$ cat src/rtl/alu_sequencer_if.sv
// alu_sequencer_if: command, result, ALU and debug signal bundle.
// Carries cmd_rep only when ALU_SEQ_REPEAT_EN is defined.
interface alu_sequencer_if #(
   parameter int NREGS = 4
);
   localparam int IW = (NREGS > 1) ? $clog2(NREGS) : 1;

   logic          cmd_valid;
   logic          cmd_ready;
   logic [2:0]    cmd_op;
   logic [IW-1:0] cmd_rd;
   logic [IW-1:0] cmd_rs;
   logic [IW-1:0] cmd_rt;
   logic          cmd_use_imm;
   logic [7:0]    cmd_imm;
`ifdef ALU_SEQ_REPEAT_EN
   logic [2:0]    cmd_rep;
`endif
   logic [7:0]    alu_a;
   logic [7:0]    alu_b;
   logic [2:0]    alu_cntr;
   logic [7:0]    alu_r;
   logic [2:0]    alu_flags;
   logic          res_valid;
   logic          res_ready;
   logic [7:0]    res_data;
   logic [2:0]    res_flags;
   logic          res_err;
   logic [IW-1:0] dbg_sel;
   logic [7:0]    dbg_data;

   modport master (
      output cmd_valid, cmd_op, cmd_rd, cmd_rs, cmd_rt,
      output cmd_use_imm, cmd_imm,
`ifdef ALU_SEQ_REPEAT_EN
      output cmd_rep,
`endif
      input  cmd_ready,
      input  alu_a, alu_b, alu_cntr,
      output alu_r, alu_flags,
      input  res_valid, res_data, res_flags, res_err,
      output res_ready,
      output dbg_sel,
      input  dbg_data
   );

   modport slave (
      input  cmd_valid, cmd_op, cmd_rd, cmd_rs, cmd_rt,
      input  cmd_use_imm, cmd_imm,
`ifdef ALU_SEQ_REPEAT_EN
      input  cmd_rep,
`endif
      output cmd_ready,
      output alu_a, alu_b, alu_cntr,
      input  alu_r, alu_flags,
      output res_valid, res_data, res_flags, res_err,
      input  res_ready,
      input  dbg_sel,
      output dbg_data
   );
endinterface

$ cat src/rtl/alu_sequencer.sv
// alu_sequencer: IDLE/EXEC/RESP controller around a shared 8-bit ALU.
// Define ALU_SEQ_REPEAT_EN for repeated EXEC iterations (cmd_rep).
module alu_sequencer #(
   parameter int         NREGS     = 4,
   parameter logic [7:0] RESET_VAL = 8'h00
) (
   input logic            clk,
   input logic            reset,
   alu_sequencer_if.slave bus
);
   localparam int IW = (NREGS > 1) ? $clog2(NREGS) : 1;

   typedef enum logic [1:0] {
      IDLE = 2'd0,
      EXEC = 2'd1,
      RESP = 2'd2
   } state_t;

   state_t        r_state;
   state_t        w_next;
   logic [7:0]    r_regs [NREGS];
   logic [2:0]    r_op;
   logic [IW-1:0] r_rd;
   logic [IW-1:0] r_rs;
   logic [IW-1:0] r_rt;
   logic          r_use_imm;
   logic [7:0]    r_imm;
   logic [7:0]    r_hold_a;
   logic [7:0]    r_hold_b;
   logic [7:0]    r_res_data;
   logic [2:0]    r_res_flags;
   logic          r_res_err;
   logic          w_rdy;
   logic          w_resv;
   logic          w_accept;
   logic          w_exec;
   logic          w_wr;
   logic          w_last;
   logic          w_illegal;
   logic [7:0]    w_a;
   logic [7:0]    w_b;
   logic          w_carry;

   assign w_illegal = r_op[2] & r_op[1];

`ifdef ALU_SEQ_REPEAT_EN
   logic [2:0] r_rep;
   logic [2:0] r_iter;

   // Later iterations chain on the previous result with B frozen.
   assign w_a = (r_iter == 3'd0) ? r_regs[r_rs] : r_res_data;
   assign w_b = (r_iter != 3'd0) ? r_hold_b :
                r_use_imm ? r_imm : r_regs[r_rt];
   assign w_last  = w_illegal | (r_iter == r_rep);
   assign w_carry = bus.alu_flags[2] |
                    ((r_iter != 3'd0) & r_res_flags[2]);

   // Iteration counter, restarted by every accepted command.
   always_ff @(posedge clk or posedge reset) begin
      if (reset) begin
         r_rep  <= 3'd0;
         r_iter <= 3'd0;
      end else if (w_accept) begin
         r_rep  <= bus.cmd_rep;
         r_iter <= 3'd0;
      end else if (w_exec && !w_last) begin
         r_iter <= r_iter + 3'd1;
      end
   end
`else
   assign w_a     = r_regs[r_rs];
   assign w_b     = r_use_imm ? r_imm : r_regs[r_rt];
   assign w_last  = 1'b1;
   assign w_carry = bus.alu_flags[2];
`endif

   // Next-state and per-state strobes.
   always_comb begin
      w_next   = r_state;
      w_rdy    = 1'b0;
      w_resv   = 1'b0;
      w_accept = 1'b0;
      w_exec   = 1'b0;
      w_wr     = 1'b0;
      unique case (r_state)
         IDLE: begin
            w_rdy = 1'b1;
            if (bus.cmd_valid) begin
               w_accept = 1'b1;
               w_next   = EXEC;
            end
         end
         EXEC: begin
            w_exec = 1'b1;
            w_wr   = ~w_illegal;
            if (w_last) w_next = RESP;
         end
         RESP: begin
            w_resv = 1'b1;
            if (bus.res_ready) w_next = IDLE;
         end
         default: w_next = IDLE;
      endcase
   end

   // State register.
   always_ff @(posedge clk or posedge reset) begin
      if (reset) r_state <= IDLE;
      else       r_state <= w_next;
   end

   // Command fields latched on acceptance.
   always_ff @(posedge clk or posedge reset) begin
      if (reset) begin
         r_op      <= 3'd0;
         r_rd      <= '0;
         r_rs      <= '0;
         r_rt      <= '0;
         r_use_imm <= 1'b0;
         r_imm     <= 8'h00;
      end else if (w_accept) begin
         r_op      <= bus.cmd_op;
         r_rd      <= bus.cmd_rd;
         r_rs      <= bus.cmd_rs;
         r_rt      <= bus.cmd_rt;
         r_use_imm <= bus.cmd_use_imm;
         r_imm     <= bus.cmd_imm;
      end
   end

   // Register file writeback and result capture in EXEC.
   always_ff @(posedge clk or posedge reset) begin
      if (reset) begin
         for (int i = 0; i < NREGS; i++) r_regs[i] <= RESET_VAL;
         r_hold_a    <= 8'h00;
         r_hold_b    <= 8'h00;
         r_res_data  <= 8'h00;
         r_res_flags <= 3'b000;
         r_res_err   <= 1'b0;
      end else begin
         if (w_accept) r_res_err <= 1'b0;
         if (w_exec) begin
            r_hold_a    <= w_a;
            r_hold_b    <= w_b;
            r_res_data  <= bus.alu_r;
            r_res_flags <= {w_carry, bus.alu_flags[1:0]};
            if (w_illegal) r_res_err <= 1'b1;
            if (w_wr) r_regs[r_rd] <= bus.alu_r;
         end
      end
   end

   assign bus.cmd_ready = w_rdy & ~reset;
   assign bus.res_valid = w_resv;
   assign bus.res_data  = r_res_data;
   assign bus.res_flags = r_res_flags;
   assign bus.res_err   = r_res_err;
   assign bus.alu_a     = w_exec ? w_a : r_hold_a;
   assign bus.alu_b     = w_exec ? w_b : r_hold_b;
   assign bus.alu_cntr  = w_exec ? r_op : 3'b000;
   assign bus.dbg_data  = r_regs[bus.dbg_sel];
endmodule

$ cat src/flat_wrapper.sv
// flat-port wrapper written by rule: the top's interface ports become plain ports
module alu_sequencer_flat 
#(
   parameter int         NREGS     = 4,
   parameter logic [7:0] RESET_VAL = 8'h00
)
  (clk, reset, bus_cmd_valid, bus_cmd_op, bus_cmd_rd, bus_cmd_rs, bus_cmd_rt, bus_cmd_use_imm, bus_cmd_imm, bus_cmd_ready, bus_alu_a, bus_alu_b, bus_alu_cntr, bus_alu_r, bus_alu_flags, bus_res_valid, bus_res_data, bus_res_flags, bus_res_err, bus_res_ready, bus_dbg_sel, bus_dbg_data);
  alu_sequencer_if #(.NREGS(NREGS)) bus_i ();
  input logic clk;
  input logic reset;
  input wire logic [$bits(bus_i.cmd_valid)-1:0] bus_cmd_valid;
  input wire logic [$bits(bus_i.cmd_op)-1:0] bus_cmd_op;
  input wire logic [$bits(bus_i.cmd_rd)-1:0] bus_cmd_rd;
  input wire logic [$bits(bus_i.cmd_rs)-1:0] bus_cmd_rs;
  input wire logic [$bits(bus_i.cmd_rt)-1:0] bus_cmd_rt;
  input wire logic [$bits(bus_i.cmd_use_imm)-1:0] bus_cmd_use_imm;
  input wire logic [$bits(bus_i.cmd_imm)-1:0] bus_cmd_imm;
  output wire logic [$bits(bus_i.cmd_ready)-1:0] bus_cmd_ready;
  output wire logic [$bits(bus_i.alu_a)-1:0] bus_alu_a;
  output wire logic [$bits(bus_i.alu_b)-1:0] bus_alu_b;
  output wire logic [$bits(bus_i.alu_cntr)-1:0] bus_alu_cntr;
  input wire logic [$bits(bus_i.alu_r)-1:0] bus_alu_r;
  input wire logic [$bits(bus_i.alu_flags)-1:0] bus_alu_flags;
  output wire logic [$bits(bus_i.res_valid)-1:0] bus_res_valid;
  output wire logic [$bits(bus_i.res_data)-1:0] bus_res_data;
  output wire logic [$bits(bus_i.res_flags)-1:0] bus_res_flags;
  output wire logic [$bits(bus_i.res_err)-1:0] bus_res_err;
  input wire logic [$bits(bus_i.res_ready)-1:0] bus_res_ready;
  input wire logic [$bits(bus_i.dbg_sel)-1:0] bus_dbg_sel;
  output wire logic [$bits(bus_i.dbg_data)-1:0] bus_dbg_data;
  assign bus_i.cmd_valid = bus_cmd_valid;
  assign bus_i.cmd_op = bus_cmd_op;
  assign bus_i.cmd_rd = bus_cmd_rd;
  assign bus_i.cmd_rs = bus_cmd_rs;
  assign bus_i.cmd_rt = bus_cmd_rt;
  assign bus_i.cmd_use_imm = bus_cmd_use_imm;
  assign bus_i.cmd_imm = bus_cmd_imm;
  assign bus_cmd_ready = bus_i.cmd_ready;
  assign bus_alu_a = bus_i.alu_a;
  assign bus_alu_b = bus_i.alu_b;
  assign bus_alu_cntr = bus_i.alu_cntr;
  assign bus_i.alu_r = bus_alu_r;
  assign bus_i.alu_flags = bus_alu_flags;
  assign bus_res_valid = bus_i.res_valid;
  assign bus_res_data = bus_i.res_data;
  assign bus_res_flags = bus_i.res_flags;
  assign bus_res_err = bus_i.res_err;
  assign bus_i.res_ready = bus_res_ready;
  assign bus_i.dbg_sel = bus_dbg_sel;
  assign bus_dbg_data = bus_i.dbg_data;
  alu_sequencer #(.NREGS(NREGS), .RESET_VAL(RESET_VAL)) u_core (.clk(clk), .reset(reset), .bus(bus_i));
endmodule
$ cat config.mk
export PLATFORM = sky130hd
export DESIGN_NAME = alu_sequencer_flat
export DESIGN_NICKNAME = d
export VERILOG_FILES = /design/src/rtl/alu_sequencer_if.sv /design/src/rtl/alu_sequencer.sv /design/src/flat_wrapper.sv
export SDC_FILE = /design/constraint.sdc
export NUM_CORES = 1
export LEC_CHECK = 0
export BUFFER_PORTS_ARGS = -buffer_cell sky130_fd_sc_hd__clkbuf_2
export CAP_MARGIN = 10
export CORE_AREA = 4 4 84 126
export DETAILED_ROUTE_END_ITERATION = 8
export DIE_AREA = 0 0 88 130
export PLACE_DENSITY_LB_ADDON = 0.12
export SKIP_CTS_REPAIR_TIMING = 1
export SLEW_MARGIN = 20
export SYNTH_ARGS = -nofsm -noshare
export SYNTH_HDL_FRONTEND = slang
export SYNTH_SLANG_ARGS = --single-unit
$ cat constraint.sdc
create_clock -name clk -period 2.55 [get_ports clk]
set_input_delay 0.51 -clock clk [delete_from_list [all_inputs] [get_ports clk]]
set_output_delay 0.51 -clock clk [all_outputs]
set_load 0.02 [all_outputs]
==> results of run 1 <==
[area by class of cell]
cell class / count / area (µm²) / area share (%)
Clock buffer: 13 / 250 / 5.55
Clock inverter: 1 / 5.00 / 0.111
Inverter: 3 / 15.0 / 0.333
Multi-Input combinational cell: 170 / 1650 / 36.5
Sequential cell: 80 / 2000 / 44.4
Tap cell: 115 / 144 / 3.19
Timing Repair Buffer: 81 / 445 / 9.87
[worst max-delay path by stage]
stage	start	end	slack, ns	depth (start not counted)
global route	u_core.r_rt[0]	bus_alu_b[2]	0.02	4
global placement	u_core.r_rt[0]	bus_alu_b[2]	0.31	4
floorplan	u_core.r_state[0]	bus_alu_b[4]	0.62	5
CTS	u_core.r_rt[0]	bus_alu_b[2]	-0.06	4
detailed placement	u_core.r_rt[0]	bus_alu_b[2]	0.31	4
finish	u_core.r_rt[0]	bus_alu_b[2]	0.17	4
[sequential cells by signal (all words and copies together), names as in the netlist, 3 cells and up]
register / count
u_core.r_op: 3
u_core.r_hold_a: 8
u_core.r_regs: 32
u_core.bus.res_flags: 3
u_core.r_hold_b: 8
u_core.r_imm: 8
u_core.bus.res_data: 8
[metal layers]
layer	share of wire, %	vias to the layer above
li1	-	1105
met1	43	1212
met2	51	58
met3	5.0	9
met4	1.5	0
met5	0	-
[where the power goes]
group          total [mW]  leakage [nW]  switching [mW]  internal (mW)
clock network        1.15         0.126           0.472          0.674
logic                2.78          1.03            1.37           1.41
registers            2.52         0.949           0.615           1.91
[kinds of logic (layout without fill, tap and decap cells)]
family                 count (synthesis)  in the layout  synth area share (%)
AND/OR/NAND/NOR                       78             78                  10.8
AO/OA/AOI/OAI                         10             10                  1.38
multiplexers                          82             82                  31.8
flip-flops                            80             80                  53.8
buffers and inverters                 19             98                  2.29
[cells in the final DEF (no fill, tap or decap), types with 2 or more instances in the layout]
cell type,Yosys,layout
sky130_fd_sc_hd__dfrtp_2,0,2
sky130_fd_sc_hd__mux2i_1,8,8
sky130_fd_sc_hd__inv_1,3,2
sky130_fd_sc_hd__a21oi_1,8,8
sky130_fd_sc_hd__and2_1,3,3
sky130_fd_sc_hd__clkbuf_1,4,3
sky130_fd_sc_hd__nand4b_4,2,2
sky130_fd_sc_hd__buf_4,1,4
sky130_fd_sc_hd__clkbuf_2,0,75
sky130_fd_sc_hd__mux4_2,24,24
sky130_fd_sc_hd__nor2_1,8,8
sky130_fd_sc_hd__dfrtp_1,80,78
sky130_fd_sc_hd__mux2_2,50,50
sky130_fd_sc_hd__clkbuf_16,0,9
sky130_fd_sc_hd__buf_12,0,2
sky130_fd_sc_hd__nand2_1,57,57
[cells in the mapped netlist, types with 2 or more instances]
cell type / number
sky130_fd_sc_hd__inv_1: 3
sky130_fd_sc_hd__dfrtp_1: 80
sky130_fd_sc_hd__a21oi_1: 8
sky130_fd_sc_hd__mux2i_1: 8
sky130_fd_sc_hd__mux4_2: 24
sky130_fd_sc_hd__clkbuf_1: 4
sky130_fd_sc_hd__nor2_1: 8
sky130_fd_sc_hd__and2_1: 3
sky130_fd_sc_hd__buf_2: 8
sky130_fd_sc_hd__mux2_2: 50
sky130_fd_sc_hd__nand2_1: 57
sky130_fd_sc_hd__buf_1: 3
sky130_fd_sc_hd__nand4b_4: 2
[worst max-delay path, delay by kind of cell, from the launching register on]
kind            cells  cell delay (ns)
mux                 2             0.74
buf+inv             1             0.17
flops               1             0.53
compound gates      1             0.10
[stage by stage]
step	std cells	total power [mW]	hold slack, ns	area (µm²)
floorplan	269	4.51	0.472	3730
global placement	449	5.33	0.457	4250
detailed placement	449	5.37	0.461	4250
CTS	463	6.55	0.256	4510
global route	463	6.91	0.298	4510
finish	463	6.45	0.238	4510
==> flow_summary.html, run 1 <==
<table>
<tr><th>Metric</th><th>Value</th></tr>
<tr><th colspan="2">Outcome</th></tr>
<tr><td>Result of the run</td><td>finished clean</td></tr>
<tr><th colspan="2">STA</th></tr>
<tr><td>Final critical-path required period</td><td>2.38 ns</td></tr>
<tr><td>Total Negative Setup Slacks</td><td>0 ns</td></tr>
<tr><td>Part of the cycle the worst path needs</td><td>93.5%</td></tr>
<tr><td>Remaining max-slew budget at the tightest pin</td><td>61.0%</td></tr>
<tr><td>Hold violation count in the final report</td><td>0</td></tr>
<tr><td>Setup skew after layout</td><td>0.00615 ns</td></tr>
<tr><td>Final worst-path setup slack</td><td>0.167 ns</td></tr>
<tr><td>Total of endpoints with negative setup slack in the final report</td><td>0</td></tr>
<tr><td>Number of pins with negative max-slew slack in the final report</td><td>0</td></tr>
<tr><td>Maximum achievable frequency</td><td>0.420 GHz</td></tr>
<tr><td>RSZ-0062 raised after global routing</td><td>no</td></tr>
<tr><td>Transition time at the pin with the least slew margin</td><td>0.584 ns</td></tr>
<tr><th colspan="2">GRT</th></tr>
<tr><td>Overflow left after global routing</td><td>0</td></tr>
<tr><td>First-pass GRT wire length</td><td>13800 µm</td></tr>
<tr><td>Met1 Track Usage GR</td><td>21.3%</td></tr>
<tr><td>Met2 capacity usage during global routing</td><td>27.0%</td></tr>
<tr><td>Most heavily used metal layer in global routing</td><td>met2</td></tr>
<tr><td>Maximum number of pins on one net before global-route repair</td><td>37</td></tr>
<tr><td>Number of global-route vias before repair</td><td>2463</td></tr>
<tr><td>Overall fraction of global-route tracks in use</td><td>16.5%</td></tr>
<tr><td>Number of antenna violations at the first check in global routing</td><td>0</td></tr>
<tr><td>Global routing met3 resource utilization</td><td>3.66%</td></tr>
<tr><th colspan="2">Yosys</th></tr>
<tr><td>Primary flip-flop cell chosen by synthesis mapping</td><td>sky130_fd_sc_hd__dfrtp_1</td></tr>
<tr><td>Post-synthesis async set-or-reset flop share</td><td>100%</td></tr>
<tr><td>Synth Warn #</td><td>0</td></tr>
<tr><td>Net count of the mapped netlist</td><td>304</td></tr>
<tr><td>Cell type with the highest aggregate area in the netlist</td><td>sky130_fd_sc_hd__dfrtp_1</td></tr>
<tr><td>Sequential cell area fraction in the yosys report</td><td>53.8%</td></tr>
<tr><td>Flop and latch count out of synthesis</td><td>80</td></tr>
<tr><td>Count of flip-flops with a built-in enable after synthesis</td><td>0</td></tr>
<tr><td>Library cells used by synthesis</td><td>24</td></tr>
<tr><td>Post-synth top area share</td><td>53.8%</td></tr>
<tr><td>Synth Instances</td><td>269</td></tr>
<tr><td>Top area cells in the synthesized netlist</td><td>sky130_fd_sc_hd__dfrtp_1 54%, sky130_fd_sc_hd__mux2_2 15%, sky130_fd_sc_hd__mux4_2 15%</td></tr>
<tr><td>Area of the mapped netlist</td><td>0.00372 mm²</td></tr>
<tr><td>Synthesized area divided by synthesized cell count</td><td>13.8 µm²</td></tr>
<tr><th colspan="2">Setup path</th></tr>
<tr><td>Type of element capturing the critical path</td><td>output port</td></tr>
<tr><td>Kind of launch point of the worst setup path</td><td>flip-flop</td></tr>
<tr><td>Setup slack of the most critical reg-to-reg path</td><td>0.81 ns</td></tr>
<tr><td>Critical register-to-register path endpoint</td><td>u_core.r_regs[28]</td></tr>
<tr><td>Setup Crit Path Kind</td><td>reg -&gt; out</td></tr>
<tr><td>Worst R2R Start</td><td>u_core.r_state[1]</td></tr>
<tr><td>CP Cell Sequence</td><td>mux4_2 -&gt; mux2i_1 -&gt; a21oi_1 -&gt; clkbuf_2</td></tr>
<tr><td>Required time of the critical path</td><td>2.04 ns</td></tr>
<tr><td>Maximum net fanout on the critical path</td><td>9</td></tr>
<tr><td>Arrival @ worst endpoint</td><td>1.87 ns</td></tr>
<tr><td>Depth of the most critical reg-to-reg path</td><td>4</td></tr>
<tr><td>Delay of the slowest cell on the worst path</td><td>0.57 ns</td></tr>
<tr><td>Cell at the slowest stage of the critical path</td><td>sky130_fd_sc_hd__mux4_2</td></tr>
<tr><th colspan="2">Floorplanning</th></tr>
<tr><td>Number of standard-cell rows in the floorplan</td><td>44</td></tr>
<tr><td>Area of the die</td><td>0.0114 mm²</td></tr>
<tr><td>Initial core utilization</td><td>39.1%</td></tr>
<tr><td>Area of the core region</td><td>0.00952 mm²</td></tr>
<tr><td>I/O pin count</td><td>76</td></tr>
<tr><td>Chip height</td><td>130 µm</td></tr>
<tr><td>Chip width</td><td>88 µm</td></tr>
<tr><th colspan="2">Drt</th></tr>
<tr><td>Routed WL per cell</td><td>18.4 µm</td></tr>
<tr><td>Total DRC errors in the routed layout</td><td>0</td></tr>
<tr><td>Overall via count from detail_route</td><td>2384</td></tr>
<tr><td>Final antenna-violating net count</td><td>0</td></tr>
<tr><td>Via count normalized by instance count</td><td>5.15</td></tr>
<tr><td>Number of DRC markers in iteration 0</td><td>73</td></tr>
<tr><td>Number of search-and-repair iterations in the first detailed-routing pass</td><td>4</td></tr>
<tr><td>Routed Wire Length</td><td>8540 µm</td></tr>
<tr><th colspan="2">Placement</th></tr>
<tr><td>Port buffer count</td><td>75</td></tr>
<tr><td>Worst setup slack before clock tree synthesis</td><td>0.306 ns</td></tr>
<tr><td>HPWL after detailed placement</td><td>5900 µm</td></tr>
<tr><td>Global placement routability congestion</td><td>0.757</td></tr>
<tr><th colspan="2">Job</th></tr>
<tr><td>Max-capacitance violation count</td><td>0</td></tr>
<tr><th colspan="2">Clock network</th></tr>
<tr><td>Clock Tree Buf Depth</td><td>2</td></tr>
<tr><td>Root buffer cell</td><td>sky130_fd_sc_hd__clkbuf_16</td></tr>
<tr><td>H-tree lvl count</td><td>3</td></tr>
<tr><td>Clock buffers created by TritonCTS</td><td>9</td></tr>
<tr><td>CTS tree</td><td>done</td></tr>
<tr><td>Clock-pin slew on the worst setup and hold paths</td><td>0.05 ns</td></tr>
<tr><td>Number of clock sinks</td><td>80</td></tr>
<tr><td>Clock insertion delay at the later pin of the skew report</td><td>0.33 ns</td></tr>
<tr><th colspan="2">Cells and area</th></tr>
<tr><td>Final net count</td><td>380</td></tr>
<tr><td>Layout cell share with drive strength beyond 1</td><td>50.9%</td></tr>
<tr><td>Number of fillers in the final layout</td><td>919</td></tr>
<tr><td>Synthesis-to-layout area growth</td><td>21.2%</td></tr>
<tr><td>Final core utilization</td><td>47.4%</td></tr>
<tr><td>N_diodes</td><td>0</td></tr>
<tr><th colspan="2">Power and ir drop</th></tr>
<tr><td>Leakage</td><td>2.10 nW</td></tr>
<tr><td>Power per unit of standard cell area</td><td>1430 mW/mm²</td></tr>
<tr><td>Worst-case vdd ir drop</td><td>0.561 mV</td></tr>
<tr><th colspan="2">Hold path</th></tr>
<tr><td>Tightest Hold Check Type</td><td>in -&gt; async</td></tr>
</table>
(Power assumes the default switching activity.)
==> run 2, diff against run 1 <==
--- a/config.mk
+++ b/config.mk
@@ -10,6 +10,7 @@
 export CORE_AREA = 4 4 84 126
 export DETAILED_ROUTE_END_ITERATION = 8
 export DIE_AREA = 0 0 88 130
+export MAX_ROUTING_LAYER = met4
 export PLACE_DENSITY_LB_ADDON = 0.12
 export SKIP_CTS_REPAIR_TIMING = 1
 export SLEW_MARGIN = 20
==> run 2 against run 1 <==
Against the previous run: critical path depth is the same; cell count is the same; hold slack is essentially flat; wire length shrank 0.25%; critical endpoint unchanged; die area is the same; global-route usage grew 0.48 points; first-iteration DRC count shrank 1.4%; core utilization is the same; largest cell class unchanged.
==> flow_summary.html, run 2 (synthesis gave the netlist of run 1 again) <==
<table>
<tr><th>Metric</th><th>Value</th></tr>
<tr><th colspan="2">GRT</th></tr>
<tr><td>Maximum number of pins on one net before global-route repair</td><td>37</td></tr>
<tr><td>Overall fraction of global-route tracks in use</td><td>16.9%</td></tr>
<tr><td>Overflow left after global routing</td><td>0</td></tr>
<tr><td>Number of antenna violations at the first check in global routing</td><td>0</td></tr>
<tr><td>Number of global-route vias before repair</td><td>2468</td></tr>
<tr><td>First-pass GRT wire length</td><td>13800 µm</td></tr>
<tr><th colspan="2">Clock network</th></tr>
<tr><td>CTS tree</td><td>done</td></tr>
<tr><td>Clock Tree Buf Depth</td><td>2</td></tr>
<tr><td>H-tree lvl count</td><td>3</td></tr>
<tr><td>Number of clock sinks</td><td>80</td></tr>
<tr><td>Clock insertion delay at the later pin of the skew report</td><td>0.33 ns</td></tr>
<tr><td>Clock-pin slew on the worst setup and hold paths</td><td>0.06 ns</td></tr>
<tr><td>Root buffer cell</td><td>sky130_fd_sc_hd__clkbuf_16</td></tr>
<tr><td>Clock buffers created by TritonCTS</td><td>9</td></tr>
<tr><th colspan="2">Cells and area</th></tr>
<tr><td>Commonest cells after routing, fill and taps aside</td><td>78 x sky130_fd_sc_hd__dfrtp_1, 75 x sky130_fd_sc_hd__clkbuf_2, 57 x sky130_fd_sc_hd__nand2_1, 50 x sky130_fd_sc_hd__mux2_2, 24 x sky130_fd_sc_hd__mux4_2</td></tr>
<tr><td>Register containing the most flip-flops in the final layout</td><td>u_core.r_regs</td></tr>
<tr><td>Max FFs per register</td><td>32</td></tr>
<tr><td>Synthesis-to-layout area growth</td><td>21.2%</td></tr>
<tr><td>Layout cell share with drive strength beyond 1</td><td>50.9%</td></tr>
<tr><td>N_diodes</td><td>0</td></tr>
<tr><td>Final core utilization</td><td>47.4%</td></tr>
<tr><td>Most common cell after layout, fill and taps aside</td><td>sky130_fd_sc_hd__dfrtp_1</td></tr>
<tr><td>Final net count</td><td>380</td></tr>
<tr><th colspan="2">Drt</th></tr>
<tr><td>Routed Wire Length</td><td>8520 µm</td></tr>
<tr><td>Number of search-and-repair iterations in the first detailed-routing pass</td><td>4</td></tr>
<tr><td>Final antenna-violating net count</td><td>0</td></tr>
<tr><td>Routed WL per cell</td><td>18.4 µm</td></tr>
<tr><td>Total DRC errors in the routed layout</td><td>0</td></tr>
<tr><td>Number of DRC markers in iteration 0</td><td>72</td></tr>
<tr><td>Overall via count from detail_route</td><td>2406</td></tr>
<tr><td>Via count normalized by instance count</td><td>5.20</td></tr>
<tr><th colspan="2">STA</th></tr>
<tr><td>Transition time at the pin with the least slew margin</td><td>0.583 ns</td></tr>
<tr><td>Setup skew after layout</td><td>0.00582 ns</td></tr>
<tr><td>Total of endpoints with negative setup slack in the final report</td><td>0</td></tr>
<tr><td>Maximum achievable frequency</td><td>0.421 GHz</td></tr>
<tr><td>Hold violation count in the final report</td><td>0</td></tr>
<tr><td>Final worst-path setup slack</td><td>0.172 ns</td></tr>
<tr><td>Part of the cycle the worst path needs</td><td>93.2%</td></tr>
<tr><td>Final critical-path required period</td><td>2.38 ns</td></tr>
<tr><td>Remaining max-slew budget at the tightest pin</td><td>61.1%</td></tr>
<tr><td>Number of pins with negative max-slew slack in the final report</td><td>0</td></tr>
<tr><td>RSZ-0062 raised after global routing</td><td>no</td></tr>
<tr><th colspan="2">Setup path</th></tr>
<tr><td>Depth of the most critical reg-to-reg path</td><td>4</td></tr>
<tr><td>Arrival @ worst endpoint</td><td>1.87 ns</td></tr>
<tr><td>Required time of the critical path</td><td>2.04 ns</td></tr>
<tr><td>CP Cell Sequence</td><td>mux4_2 -&gt; mux2i_1 -&gt; a21oi_1 -&gt; clkbuf_2</td></tr>
<tr><td>Type of element capturing the critical path</td><td>output port</td></tr>
<tr><td>Crit path max-delay family</td><td>multiplexers</td></tr>
<tr><td>Critical register-to-register path endpoint</td><td>u_core.r_regs[25]</td></tr>
<tr><td>Maximum net fanout on the critical path</td><td>9</td></tr>
<tr><td>Setup slack of the most critical reg-to-reg path</td><td>0.82 ns</td></tr>
<tr><td>Kind of launch point of the worst setup path</td><td>flip-flop</td></tr>
<tr><td>Delay of the slowest cell on the worst path</td><td>0.57 ns</td></tr>
<tr><td>Setup Crit Path Kind</td><td>reg -&gt; out</td></tr>
<tr><td>Number of buffer and inverter stages on the critical path</td><td>1</td></tr>
<tr><td>Cell at the slowest stage of the critical path</td><td>sky130_fd_sc_hd__mux4_2</td></tr>
<tr><td>Worst R2R Start</td><td>u_core.r_state[1]</td></tr>
<tr><th colspan="2">Floorplanning</th></tr>
<tr><td>Number of standard-cell rows in the floorplan</td><td>44</td></tr>
<tr><td>Area of the die</td><td>0.0114 mm²</td></tr>
<tr><td>I/O pin count</td><td>76</td></tr>
<tr><td>Chip width</td><td>88 µm</td></tr>
<tr><td>Initial core utilization</td><td>39.1%</td></tr>
<tr><td>Chip height</td><td>130 µm</td></tr>
<tr><td>Area of the core region</td><td>0.00952 mm²</td></tr>
<tr><th colspan="2">Outcome</th></tr>
<tr><td>Result of the run</td><td>finished clean</td></tr>
<tr><th colspan="2">Placement</th></tr>
<tr><td>Port buffer count</td><td>75</td></tr>
<tr><td>Worst setup slack before clock tree synthesis</td><td>0.306 ns</td></tr>
<tr><td>Global placement routability congestion</td><td>0.767</td></tr>
<tr><td>HPWL after detailed placement</td><td>5900 µm</td></tr>
<tr><th colspan="2">Power and ir drop</th></tr>
<tr><td>Leakage</td><td>2.10 nW</td></tr>
<tr><td>Worst-case vdd ir drop</td><td>0.561 mV</td></tr>
<tr><td>Power per unit of standard cell area</td><td>1430 mW/mm²</td></tr>
<tr><th colspan="2">Job</th></tr>
<tr><td>Max-capacitance violation count</td><td>0</td></tr>
<tr><th colspan="2">Hold path</th></tr>
<tr><td>Tightest Hold Check Type</td><td>in -&gt; async</td></tr>
</table>
-- run 2: cell counts in the layout (fill, tap and decap cells not counted) --
Identical to the previous run, type by type.
-- run 2: metal layers --
| layer | vias to the layer above | GRT usage [%] | part of all wire [%] |
|---|---|---|---|
| met5 | - | - | 0 |
| met4 | 0 | 5.42 | 1.3 |
| met3 | 6 | 4.04 | 5.0 |
| met2 | 62 | 27.0 | 50 |
| met1 | 1228 | 21.3 | 44 |
| li1 | 1110 | - | - |
-- run 2: report_power, final --
group | internal [mW] | switching [mW]
Clock | 0.674 | 0.471
Sequential | 1.91 | 0.613
Combinational | 1.41 | 1.37
-- run 2: final cells by class --
cell class	instances	area, µm²
Clock buffer	13	250
Clock inverter	1	5.00
Fill cell	919	5010
Inverter	3	15.0
Multi-Input combinational cell	170	1650
Sequential cell	80	2000
Tap cell	115	144
Timing Repair Buffer	81	445
-- run 2: worst max path at each step --
stage                            from           end  cells past startpoint
floorplan           u_core.r_state[0]  bus_alu_b[4]                      5
global placement       u_core.r_rt[0]  bus_alu_b[2]                      4
detailed placement     u_core.r_rt[0]  bus_alu_b[2]                      4
CTS                    u_core.r_rt[0]  bus_alu_b[2]                      4
global route           u_core.r_rt[0]  bus_alu_b[2]                      4
finish                 u_core.r_rt[0]  bus_alu_b[2]                      4
-- run 2: through the flow --
step | cell area [µm²] | power [mW] | instances | hold WS [ns] | TNS, ns
after floorplan | 3730 | 4.51 | 269 | 0.472 | 0
after global placement | 4250 | 5.33 | 449 | 0.457 | 0
after detailed placement | 4250 | 5.37 | 449 | 0.461 | 0
after CTS | 4510 | 6.55 | 463 | 0.256 | -0.239
after global routing | 4510 | 6.91 | 463 | 0.297 | 0
final | 4510 | 6.45 | 463 | 0.238 | 0
-- run 2: worst register-to-register path: cells and delay by family, from the launching register on --
family / cells / cell delay [ns]
multiplexers: 1 / 0.35
flip-flops: 1 / 0.45
AND/OR/NAND/NOR: 2 / 0.59
buffers and inverters: 1 / 0.23
==> run 3, diff against run 2 <==
--- a/config.mk
+++ b/config.mk
@@ -12,6 +12,7 @@
 export DIE_AREA = 0 0 88 130
 export MAX_ROUTING_LAYER = met4
 export PLACE_DENSITY_LB_ADDON = 0.12
+export REMOVE_ABC_BUFFERS = 1
 export SKIP_CTS_REPAIR_TIMING = 1
 export SLEW_MARGIN = 20
 export SYNTH_ARGS = -nofsm -noshare
==> run 3 against run 2 <==
Against the previous run: count of clock-buffer cells in the layout shrank 1; worst setup slack gained 0.013 ns; critical endpoint is now bus_alu_b[5]; sequential share of layout area is essentially flat; fmax grew 0.53%.
==> flow_summary.html, run 3 (synthesis gave the netlist of run 1 again) <==
<table>
<tr><th>Metric</th><th>Value</th></tr>
<tr><th colspan="2">Drt</th></tr>
<tr><td>Routed WL per cell</td><td>18.3 µm</td></tr>
<tr><td>Routed Wire Length</td><td>8420 µm</td></tr>
<tr><td>Number of search-and-repair iterations in the first detailed-routing pass</td><td>4</td></tr>
<tr><td>Via count normalized by instance count</td><td>5.25</td></tr>
<tr><td>Number of DRC markers in iteration 0</td><td>96</td></tr>
<tr><td>Total DRC errors in the routed layout</td><td>0</td></tr>
<tr><td>Overall via count from detail_route</td><td>2422</td></tr>
<tr><td>Final antenna-violating net count</td><td>0</td></tr>
<tr><th colspan="2">Power and ir drop</th></tr>
<tr><td>Switching power</td><td>2.46 mW</td></tr>
<tr><td>Power per unit of standard cell area</td><td>1440 mW/mm²</td></tr>
<tr><td>Worst-case vdd ir drop</td><td>0.773 mV</td></tr>
<tr><td>Leakage</td><td>2.10 nW</td></tr>
<tr><td>Internal cell power</td><td>4.02 mW</td></tr>
<tr><td>Clk pwr share</td><td>17.9%</td></tr>
<tr><td>Switching share of power</td><td>38.0%</td></tr>
<tr><td>Reg power frac</td><td>39.3%</td></tr>
<tr><td>Share of power burned in combinational logic</td><td>42.9%</td></tr>
<tr><th colspan="2">Clock network</th></tr>
<tr><td>Clock-pin slew on the worst setup and hold paths</td><td>0.05 ns</td></tr>
<tr><td>Clock Tree Buf Depth</td><td>2</td></tr>
<tr><td>Clock buffers created by TritonCTS</td><td>9</td></tr>
<tr><td>Number of clock sinks</td><td>80</td></tr>
<tr><td>H-tree lvl count</td><td>3</td></tr>
<tr><td>Clock insertion delay at the later pin of the skew report</td><td>0.33 ns</td></tr>
<tr><td>Root buffer cell</td><td>sky130_fd_sc_hd__clkbuf_16</td></tr>
<tr><td>CTS tree</td><td>done</td></tr>
<tr><th colspan="2">Cells and area</th></tr>
<tr><td>Commonest cells after routing, fill and taps aside</td><td>78 x sky130_fd_sc_hd__dfrtp_1, 75 x sky130_fd_sc_hd__clkbuf_2, 57 x sky130_fd_sc_hd__nand2_1, 50 x sky130_fd_sc_hd__mux2_2, 24 x sky130_fd_sc_hd__mux4_2</td></tr>
<tr><td>Final core utilization</td><td>47.3%</td></tr>
<tr><td>Max FFs per register</td><td>32</td></tr>
<tr><td>Layout cell share with drive strength beyond 1</td><td>51.2%</td></tr>
<tr><td>Final net count</td><td>379</td></tr>
<tr><td>Register containing the most flip-flops in the final layout</td><td>u_core.r_regs</td></tr>
<tr><td>Most common cell after layout, fill and taps aside</td><td>sky130_fd_sc_hd__dfrtp_1</td></tr>
<tr><td>N_diodes</td><td>0</td></tr>
<tr><td>Synthesis-to-layout area growth</td><td>21.1%</td></tr>
<tr><th colspan="2">Floorplanning</th></tr>
<tr><td>Area of the die</td><td>0.0114 mm²</td></tr>
<tr><td>Area of the core region</td><td>0.00952 mm²</td></tr>
<tr><td>Chip height</td><td>130 µm</td></tr>
<tr><td>Initial core utilization</td><td>39.1%</td></tr>
<tr><td>I/O pin count</td><td>76</td></tr>
<tr><td>Chip width</td><td>88 µm</td></tr>
<tr><td>Number of standard-cell rows in the floorplan</td><td>44</td></tr>
<tr><th colspan="2">Setup path</th></tr>
<tr><td>CP Cell Sequence</td><td>mux4_2 -&gt; mux2i_1 -&gt; a21oi_1 -&gt; clkbuf_2</td></tr>
<tr><td>Crit path max-delay family</td><td>multiplexers</td></tr>
<tr><td>Type of element capturing the critical path</td><td>output port</td></tr>
<tr><td>Required time of the critical path</td><td>2.04 ns</td></tr>
<tr><td>Maximum net fanout on the critical path</td><td>9</td></tr>
<tr><td>Worst R2R Start</td><td>u_core.r_state[1]</td></tr>
<tr><td>Delay of the slowest cell on the worst path</td><td>0.55 ns</td></tr>
<tr><td>Kind of launch point of the worst setup path</td><td>flip-flop</td></tr>
<tr><td>Arrival @ worst endpoint</td><td>1.86 ns</td></tr>
<tr><td>Setup Crit Path Kind</td><td>reg -&gt; out</td></tr>
<tr><td>Number of buffer and inverter stages on the critical path</td><td>1</td></tr>
<tr><td>Launch point of the worst path</td><td>u_core.r_rt[0]</td></tr>
<tr><td>Cell at the slowest stage of the critical path</td><td>sky130_fd_sc_hd__mux4_2</td></tr>
<tr><th colspan="2">Placement</th></tr>
<tr><td>HPWL after detailed placement</td><td>5970 µm</td></tr>
<tr><td>Worst setup slack before clock tree synthesis</td><td>0.326 ns</td></tr>
<tr><td>Port buffer count</td><td>75</td></tr>
<tr><td>Global placement routability congestion</td><td>0.811</td></tr>
<tr><th colspan="2">GRT</th></tr>
<tr><td>Maximum number of pins on one net before global-route repair</td><td>42</td></tr>
<tr><td>Overall fraction of global-route tracks in use</td><td>16.7%</td></tr>
<tr><td>First-pass GRT wire length</td><td>13700 µm</td></tr>
<tr><td>Number of antenna violations at the first check in global routing</td><td>0</td></tr>
<tr><td>Number of global-route vias before repair</td><td>2572</td></tr>
<tr><td>Overflow left after global routing</td><td>0</td></tr>
<tr><th colspan="2">STA</th></tr>
<tr><td>Transition time at the pin with the least slew margin</td><td>0.470 ns</td></tr>
<tr><td>Maximum achievable frequency</td><td>0.423 GHz</td></tr>
<tr><td>Final critical-path required period</td><td>2.37 ns</td></tr>
<tr><td>RSZ-0062 raised after global routing</td><td>no</td></tr>
<tr><td>Setup skew after layout</td><td>0.00660 ns</td></tr>
<tr><td>Remaining max-slew budget at the tightest pin</td><td>68.7%</td></tr>
<tr><td>Final worst-path setup slack</td><td>0.185 ns</td></tr>
<tr><td>Number of pins with negative max-slew slack in the final report</td><td>0</td></tr>
<tr><td>Hold violation count in the final report</td><td>0</td></tr>
<tr><td>Total of endpoints with negative setup slack in the final report</td><td>0</td></tr>
<tr><td>Part of the cycle the worst path needs</td><td>92.7%</td></tr>
<tr><th colspan="2">Hold path</th></tr>
<tr><td>Tightest Hold Check Type</td><td>in -&gt; async</td></tr>
<tr><th colspan="2">Job</th></tr>
<tr><td>Max-capacitance violation count</td><td>0</td></tr>
<tr><th colspan="2">Outcome</th></tr>
<tr><td>Result of the run</td><td>finished clean</td></tr>
</table>
==> run 3: cell count changes in the layout (fill, tap and decap cells not counted), sizes merged <==
| cell | delta |
|---|---|
| buf | -1 |
| clkbuf | -1 |
| clkinv | +1 |
| clkinvlp | -1 |
==> run 3: layout make-up <==
cell class,instances,area (µm²)
fill,880,5020
timing repair buffer,80,438
inverter,3,12.5
clock buffer,12,256
sequential,80,2000
multi-input combinational,170,1650
tap,115,144
clock inverter,1,5.00
==> run 3: metrics by stage <==
step	instance area (µm²)	TNS, ns	power, mW	hold WS, ns	std cells
4_1_cts	4510	-0.281	6.59	0.151	461
6_report	4510	0	6.48	0.147	461
3_5_place_dp	4240	0	5.38	0.458	448
5_1_grt	4510	0	6.92	0.176	461
2_1_floorplan	3650	-16.61	4.45	0.472	253
3_3_place_gp	4240	0	5.32	0.451	448
==> run 3: path summary, 6_finish.rpt <==
check                      slack, ns                 endpoint  depth (start not counted)
max                             0.18             bus_alu_b[5]                          4
min                             0.15        u_core.r_state[1]                          2
max reg2reg                     0.72        u_core.r_regs[26]                          4
min reg2reg                     0.47       u_core.r_hold_a[1]                          2
max in group asynchronous       1.70          u_core.r_imm[7]                          3
min in group clk                0.37  u_core.bus.res_flags[1]                          3
==> run 3: power groups by stage <==
stage               clock (mW)  combinational (mW)  sequential, mW
finish                    1.16                2.78            2.54
global route              1.25                3.03            2.64
CTS                       1.21                2.83            2.55
detailed placement           0                2.82            2.57
global placement             0                2.76            2.55
floorplan                    0                1.99            2.46
==> run 3: per-layer routing <==
| layer | wire length, µm | global-route usage [%] | part of all wire (%) |
|---|---|---|---|
| met1 | 3670 | 21.7 | 44 |
| met2 | 4110 | 25.0 | 49 |
| met3 | 466 | 3.66 | 5.5 |
| met4 | 168 | 7.59 | 2.0 |
| met5 | 0 | - | 0 |
